==> src/rtl/vga_reg_bank_shadow_pkg.sv <==
// Shared definitions for the double-buffered VGA register bank.
//   MODE_*          per-register access mode encodings (2 bits each in REG_MODE)
//   commit_state_t  commit FSM state encoding
package vga_reg_bank_shadow_pkg;

    localparam logic [1:0] MODE_SHADOW = 2'd0;  // staged, reaches active on commit
    localparam logic [1:0] MODE_IMMED  = 2'd1;  // staging and active written together
    localparam logic [1:0] MODE_RO     = 2'd2;  // live status from ro_in, writes ignored
    localparam logic [1:0] MODE_W1C    = 2'd3;  // sticky flags, set by hardware, cleared by writing 1

    typedef enum logic {
        ST_IDLE  = 1'b0,
        ST_ARMED = 1'b1
    } commit_state_t;

endpackage

==> src/rtl/vga_reg_bank_shadow_cell.sv <==
// One register of the bank: staging copy, active copy and mode-specific update rules.
//   clk, rst_n  clock, asynchronous active-low reset
//   wr_en       write to this register (address already decoded)
//   wr_data     write data
//   wr_strb     byte enables
//   transfer    commit moment: SHADOW registers copy staging into active
//   sts_set     hardware set pulses (W1C mode only)
//   staging     staging copy (what a host read of a SHADOW register sees)
//   active      active copy (what the datapath sees)
module vga_reg_bank_shadow_cell
    import vga_reg_bank_shadow_pkg::*;
#(
    parameter int                    DATA_WIDTH = 32,
    parameter logic [1:0]            MODE       = MODE_SHADOW,
    parameter logic [DATA_WIDTH-1:0] DFLT       = '0
) (
    input  logic                    clk,
    input  logic                    rst_n,
    input  logic                    wr_en,
    input  logic [DATA_WIDTH-1:0]   wr_data,
    input  logic [DATA_WIDTH/8-1:0] wr_strb,
    input  logic                    transfer,
    input  logic [DATA_WIDTH-1:0]   sts_set,
    output logic [DATA_WIDTH-1:0]   staging,
    output logic [DATA_WIDTH-1:0]   active
);

    logic [DATA_WIDTH-1:0] mask;
    logic [DATA_WIDTH-1:0] merged;
    logic [DATA_WIDTH-1:0] clr;
    logic [DATA_WIDTH-1:0] staging_nxt;
    logic [DATA_WIDTH-1:0] active_nxt;

    always_comb begin
        mask = '0;
        for (int b = 0; b < DATA_WIDTH / 8; b++) begin
            mask[b*8 +: 8] = {8{wr_strb[b]}};
        end
        merged = (staging & ~mask) | (wr_data & mask);
        clr    = wr_en ? (wr_data & mask) : '0;

        staging_nxt = staging;
        active_nxt  = active;
        case (MODE)
            MODE_SHADOW: begin
                if (wr_en) staging_nxt = merged;
                // active takes the pre-write staging value when a write and
                // a transfer coincide
                if (transfer) active_nxt = staging;
            end
            MODE_IMMED: begin
                if (wr_en) begin
                    staging_nxt = merged;
                    active_nxt  = merged;
                end
            end
            MODE_W1C: begin
                // OR-ing the set term last makes set win over clear
                active_nxt = (active & ~clr) | sts_set;
            end
            default: ;
        endcase
    end

    always_ff @(posedge clk or negedge rst_n) begin
        if (!rst_n) begin
            staging <= DFLT;
            active  <= DFLT;
        end else begin
            staging <= staging_nxt;
            active  <= active_nxt;
        end
    end

    // Some inputs are dead for particular modes; fold them into a sink.
    logic unused_cell;
    assign unused_cell = ^{clr, merged, transfer, sts_set};

endmodule

==> src/rtl/vga_reg_bank_shadow.sv <==
// Double-buffered control register bank for the VGA controller.
//   clk, rst_n                 clock, asynchronous active-low reset
//   wr_en/wr_addr/wr_data/wr_strb   host write port, one write per cycle
//   rd_en/rd_addr              host read request
//   rd_data/rd_valid           read response
//   addr_err                   pulse for an access with index >= NUM_REGS
//   commit_req                 arm a staging->active transfer of SHADOW registers
//   frame_start                frame boundary pulse from the timing generator
//   commit_pend                armed, waiting for frame_start (exposes FSM state)
//   commit_done                pulse the cycle after a transfer
//   ro_in                      live values for RO registers
//   sts_set                    set pulses for W1C registers
//   reg_out                    active register values to the datapath
//
// Read handshake: there is no backpressure. rd_en is accepted every cycle it
// is high; exactly one cycle later rd_valid is high for one cycle and rd_data
// holds the response (held afterwards until the next accepted read).
module vga_reg_bank_shadow
    import vga_reg_bank_shadow_pkg::*;
#(
    parameter int                               DATA_WIDTH = 32,
    parameter int                               NUM_REGS   = 8,
    parameter int                               ADDR_WIDTH = 3,
    parameter logic [NUM_REGS*DATA_WIDTH-1:0]   DFLT_VALUE = '0,
    parameter logic [2*NUM_REGS-1:0]            REG_MODE   = '0
) (
    input  logic                             clk,
    input  logic                             rst_n,
    input  logic                             wr_en,
    input  logic [ADDR_WIDTH-1:0]            wr_addr,
    input  logic [DATA_WIDTH-1:0]            wr_data,
    input  logic [DATA_WIDTH/8-1:0]          wr_strb,
    input  logic                             rd_en,
    input  logic [ADDR_WIDTH-1:0]            rd_addr,
    output logic [DATA_WIDTH-1:0]            rd_data,
    output logic                             rd_valid,
    output logic                             addr_err,
    input  logic                             commit_req,
    input  logic                             frame_start,
    output logic                             commit_pend,
    output logic                             commit_done,
    input  logic [NUM_REGS*DATA_WIDTH-1:0]   ro_in,
    input  logic [NUM_REGS*DATA_WIDTH-1:0]   sts_set,
    output logic [NUM_REGS*DATA_WIDTH-1:0]   reg_out
);

    commit_state_t          state;
    logic                   transfer;
    logic                   wr_ok;
    logic                   rd_ok;
    logic [DATA_WIDTH-1:0]  rd_next;
    logic [DATA_WIDTH-1:0]  staging_a [NUM_REGS];
    logic [DATA_WIDTH-1:0]  active_a  [NUM_REGS];

    assign wr_ok    = 32'(wr_addr) < NUM_REGS;
    assign rd_ok    = 32'(rd_addr) < NUM_REGS;
    assign transfer = (state == ST_ARMED) && frame_start;

    for (genvar i = 0; i < NUM_REGS; i++) begin : g_reg
        localparam logic [1:0] MODE = REG_MODE[2*i +: 2];
        logic hit;
        assign hit = wr_en && (wr_addr == ADDR_WIDTH'(i));

        vga_reg_bank_shadow_cell #(
            .DATA_WIDTH (DATA_WIDTH),
            .MODE       (MODE),
            .DFLT       (DFLT_VALUE[i*DATA_WIDTH +: DATA_WIDTH])
        ) u_cell (
            .clk      (clk),
            .rst_n    (rst_n),
            .wr_en    (hit),
            .wr_data  (wr_data),
            .wr_strb  (wr_strb),
            .transfer (transfer),
            .sts_set  (sts_set[i*DATA_WIDTH +: DATA_WIDTH]),
            .staging  (staging_a[i]),
            .active   (active_a[i])
        );

        // RO registers pass status straight through to the datapath
        assign reg_out[i*DATA_WIDTH +: DATA_WIDTH] =
            (MODE == MODE_RO) ? ro_in[i*DATA_WIDTH +: DATA_WIDTH] : active_a[i];
    end

    // Read mux; an out-of-range index falls through to zero.
    always_comb begin
        rd_next = '0;
        for (int i = 0; i < NUM_REGS; i++) begin
            if (rd_addr == ADDR_WIDTH'(i)) begin
                case (REG_MODE[2*i +: 2])
                    MODE_SHADOW: rd_next = staging_a[i];
                    MODE_RO:     rd_next = ro_in[i*DATA_WIDTH +: DATA_WIDTH];
                    default:     rd_next = active_a[i];
                endcase
            end
        end
    end

    always_ff @(posedge clk or negedge rst_n) begin
        if (!rst_n) begin
            rd_data  <= '0;
            rd_valid <= 1'b0;
            addr_err <= 1'b0;
        end else begin
            rd_valid <= rd_en;
            if (rd_en) rd_data <= rd_next;
            addr_err <= (rd_en && !rd_ok) || (wr_en && !wr_ok);
        end
    end

    // Commit FSM. A commit_req that coincides with frame_start in IDLE only
    // arms, so the transfer always lands on a full frame boundary later.
    always_ff @(posedge clk or negedge rst_n) begin
        if (!rst_n) begin
            state       <= ST_IDLE;
            commit_done <= 1'b0;
        end else begin
            commit_done <= 1'b0;
            case (state)
                ST_IDLE: begin
                    if (commit_req) state <= ST_ARMED;
                end
                ST_ARMED: begin
                    if (frame_start) begin
                        state       <= ST_IDLE;
                        commit_done <= 1'b1;
                    end
                end
                default: state <= ST_IDLE;
            endcase
        end
    end

    assign commit_pend = (state == ST_ARMED);

    // Staging copies of non-SHADOW registers never reach the read mux.
    logic unused_staging;
    always_comb begin
        unused_staging = 1'b0;
        for (int i = 0; i < NUM_REGS; i++) begin
            unused_staging = unused_staging ^ (^staging_a[i]);
        end
    end

endmodule

==> config.mk <==
export PLATFORM = sky130hd
export DESIGN_NAME = vga_reg_bank_shadow
export DESIGN_NICKNAME = d
export VERILOG_FILES = /design/src/rtl/vga_reg_bank_shadow_pkg.sv /design/src/rtl/vga_reg_bank_shadow_cell.sv /design/src/rtl/vga_reg_bank_shadow.sv
export SDC_FILE = /design/constraint.sdc
export NUM_CORES = 1
export LEC_CHECK = 0
export ABC_AREA = 1
export BUFFER_PORTS_ARGS = -buffer_cell sky130_fd_sc_hd__buf_2
export CORE_AREA = 8 8 330 332
export DETAILED_ROUTE_END_ITERATION = 10
export DIE_AREA = 0 0 338 340
export PLACE_DENSITY_LB_ADDON = 0.05
export RECOVER_POWER = 100
export SLEW_MARGIN = 25
export SYNTH_ARGS = -nofsm -noshare
export SYNTH_HDL_FRONTEND = slang
export SYNTH_SLANG_ARGS = --single-unit
==> constraint.sdc <==
create_clock -name clk -period 1.5 [get_ports clk]
set_input_delay 0.3 -clock clk [delete_from_list [all_inputs] [get_ports clk]]
set_output_delay 0.3 -clock clk [all_outputs]
set_load 0.05 [all_outputs]
==> reports/qor.csv <==
stage,metric,value,unit
run_status,status,"finished, violations left",
run_status,failing checks,setup timing,
layout,Fillers,11200,
critical_path,"Req. time, crit path",1200,ps
timing,Fin Setup TNS,-1130,ps
yosys,Netlist cell types,19,
clock_tree,CTS buffer count,71,
timing,Fin Hold WS,92.7,ps
route,initial DRC count,1153,
yosys,dominant synthesized flop cell,dfrtp_1,
layout,end-of-flow core utilization,30.0,%
timing,Clock Skew,28.1,ps
floorplanning,die area,115000,µm²
critical_path,crit path cell chain,buf_6,
pwr,Peak VDD IR,0.877,mV
critical_path,worst-path fanout max,2,
timing,Final Hold Fails,0,
global_routing,initial antenna violation count,16,
route,Post-Route WL,94000,µm
route,vias,19200,
timing,Final Worst Setup Slack,-61.5,ps
route,Post-route DRC,0,
timing,worst-margin pin slew,970,ps
placed_design,global placer's final weighted congestion,0.758,
yosys,"area leader, netlist",dfrtp_1,
worst_hold_path,Tightest Hold Check Type,input port to flip-flop,
critical_path,R2R Path End,g_reg[2].u_cell.active[22]$_DFFE_PN0P_,
timing,fin crit period,1560,ps
yosys,most frequent cell after synthesis,nand2_1,
yosys,Mean Syn Cell Area,8.71,µm²
critical_path,CP endpoint kind,primary output,
critical_path,Reg2Reg Setup Slack,40,ps
job,Max-cap violations,0,
timing,# setup viols final,57,
floorplanning,height of the die,340,µm
layout,share of post-route cells with drive strength above 1,23.2,%
yosys,register bit total from synthesis,547,
route,routed len/inst,20.8,µm
yosys,post-synthesis simple-gate area fraction,24.3,%
global_routing,vias in the first global route,20200,
pwr,Tot Pwr,56.8,mW
yosys,Synth Area in Compound Gates,8.87,%
pwr,leakage,15.7,nW
yosys,Synth top area share,62.3,%
route,DR pass1 iterations,5,
timing,slew margin rel.,35.3,%
placed_design,IO Port Bufs,338,
critical_path,RR Startpoint,commit_pend$_DFF_PN0_,
global_routing,gr ovfl total,0,
yosys,area of the mapped netlist,22000,µm²
yosys,Post-synth EDFFs,0,
critical_path,slowest CP cell,dfrtp_1,
yosys,fraction of registers with async set/reset,100,%
critical_path,startpoint types,flip-flop,
clock_tree,Skew-Pair Late Insertion Delay,630,ps
yosys,post-synthesis xor/xnor area fraction,0,%
critical_path,CP arrival,1260,ps
floorplanning,Ports,852,
yosys,Post-synth top cells,"nand2_1 (1111), dfrtp_1 (547), o21ai_0 (320)",
clock_tree,CTS tree,yes,
yosys,"Net Count, Synth",3081,
global_routing,first-pass GRT wire length,138000,µm
yosys,Area contributors post-synth,"dfrtp_1 (62%), nand2_1 (19%), o21ai_0 (7.3%), nand4_1 (2.0%), inv_1 (1.8%)",
critical_path,Buf/Inv on CP,1,
yosys,post-synthesis adder-cell area fraction,0,%
yosys,mux cell area share after synthesis,0,%
timing,RSZ-0062 raised after global routing,yes,
placed_design,HPWL after DPL,67100,µm
placed_design,pre-CTS WS,-400,ps
critical_path,Worst setup startpoint,g_reg[5].u_cell.active[8]$_DFFE_PN0P_,
timing,Max Fclk,640,MHz
global_routing,largest net degree at the start of global routing,77,
layout,Area Growth Syn to Fin,42.4,%
critical_path,critical path class,flip-flop to primary output,
yosys,combinational family with the most area after synthesis,simple AND/OR/NAND/NOR gates,
floorplanning,Starting Density,21.1,%
layout,Final #Nets,3639,
critical_path,max incr delay on CP,440,ps
yosys,yosys warns,0,
floorplanning,row count,119,
critical_path,family with the most delay on the worst path,flip-flops,
critical_path,crit path to,reg_out[168],
clock_tree,CTS sink count,547,
route,Routed Antenna Nets,0,
floorplanning,Die W,338,µm
clock_tree,clock transition at the registers of the reported paths,60,ps
global_routing,overall routing resource usage,16.1,%
pwr,total power density per cell area,1820,nW/µm²
clock_tree,CTS root buf,clkbuf_16,
route,mean number of vias per cell,4.25,
critical_path,Worst R2R Path Depth,6,
clock_tree,worst-case clock buffer depth,3,
timing,Final period util,104,%
clock_tree,CTS HTree Levels,3,
critical_path,Crit. path cell count,1,
yosys,post-synthesis sequential area ratio,62.3,%
yosys,Cells after Synth,2521,
floorplanning,Core Footprint,104000,µm²
timing,final count of pins violating max slew,0,
## cells by family (layout without fill, tap and decap cells)
| group | count (synthesis) | count (layout) |
|---|---|---|
| flops | 547 | 547 |
| other cells | 1 | 4 |
| simple gates | 1335 | 1335 |
| buf+inv | 249 | 854 |
| compound gates | 389 | 389 |
## repair_timing
| item | 4_1_cts | 5_1_grt |
|---|---|---|
| endpoints found under the setup margin | 291 | 289 |
| setup buffers | 91 | 49 |
| hold endpoints to repair | 308 | 0 |
| hold buffers | 2 | 0 |
| gates resized for setup | 599 | 6 |
## layout make-up
cell class                 count  area, µm²  share of cell area [%]
antenna                        3       7.51                  0.0240
clock buffer                 112       2130                    6.82
clock inverter                 8        116                   0.372
inverter                     112        425                    1.36
multi-input combinational   1725       7300                    23.3
sequential                   547      13700                    43.9
tap                         1391       1740                    5.57
timing repair buffer         622       5830                    18.6
## report_power, final
part	internal, mW	leakage (nW)	switching [mW]
clock	10.0	1.10	6.71
combinational	6.81	7.56	12.0
sequential	18.2	7.00	2.99
## placed cells by master, fill, tap and decap left out, types with 17 or more instances in the layout
cell,n
buf_12,23
nor2_1,78
nand3_1,69
dfrtp_2,21
clkbuf_2,37
inv_1,107
nand2_1,1110
o21ai_0,320
dfrtp_1,526
clkbuf_1,50
clkbuf_16,73
buf_6,300
buf_2,45
buf_4,176
clkbuf_8,17
nand4_1,69
a21oi_1,69
## metal layers
| layer | global-route usage (%) | wire, µm | share of wire, % | up-vias |
|---|---|---|---|---|
| met5 | 0 | 119 | 0.13 | - |
| met4 | 4.53 | 2190 | 2.3 | 18 |
| met3 | 4.41 | 6380 | 6.8 | 132 |
| met2 | 25.0 | 42100 | 45 | 481 |
| met1 | 21.9 | 43100 | 46 | 9392 |
| li1 | - | - | - | 9168 |
## worst min-delay path by stage
stage | startpoint | endpoint | cells after the start
2_1_floorplan | rst_n | async pin | 0
3_3_place_gp | rst_n | rd_data[30]$_DFFE_PN0P_ | 1
3_5_place_dp | rst_n | rd_data[28]$_DFFE_PN0P_ | 1
4_1_cts | rd_en | rd_valid$_DFF_PN0_ | 2
5_1_grt | wr_data[19] | flip-flop | 3
6_report | wr_data[3] | flip-flop | 3
## through the flow
stage | std cells | cell area [µm²]
2_1_floorplan | 2521 | 22000
3_3_place_gp | 4255 | 26900
3_5_place_dp | 4255 | 26900
4_1_cts | 4468 | 31700
5_1_grt | 4517 | 31300
6_report | 4520 | 31300
(Power assumes the default switching activity.)
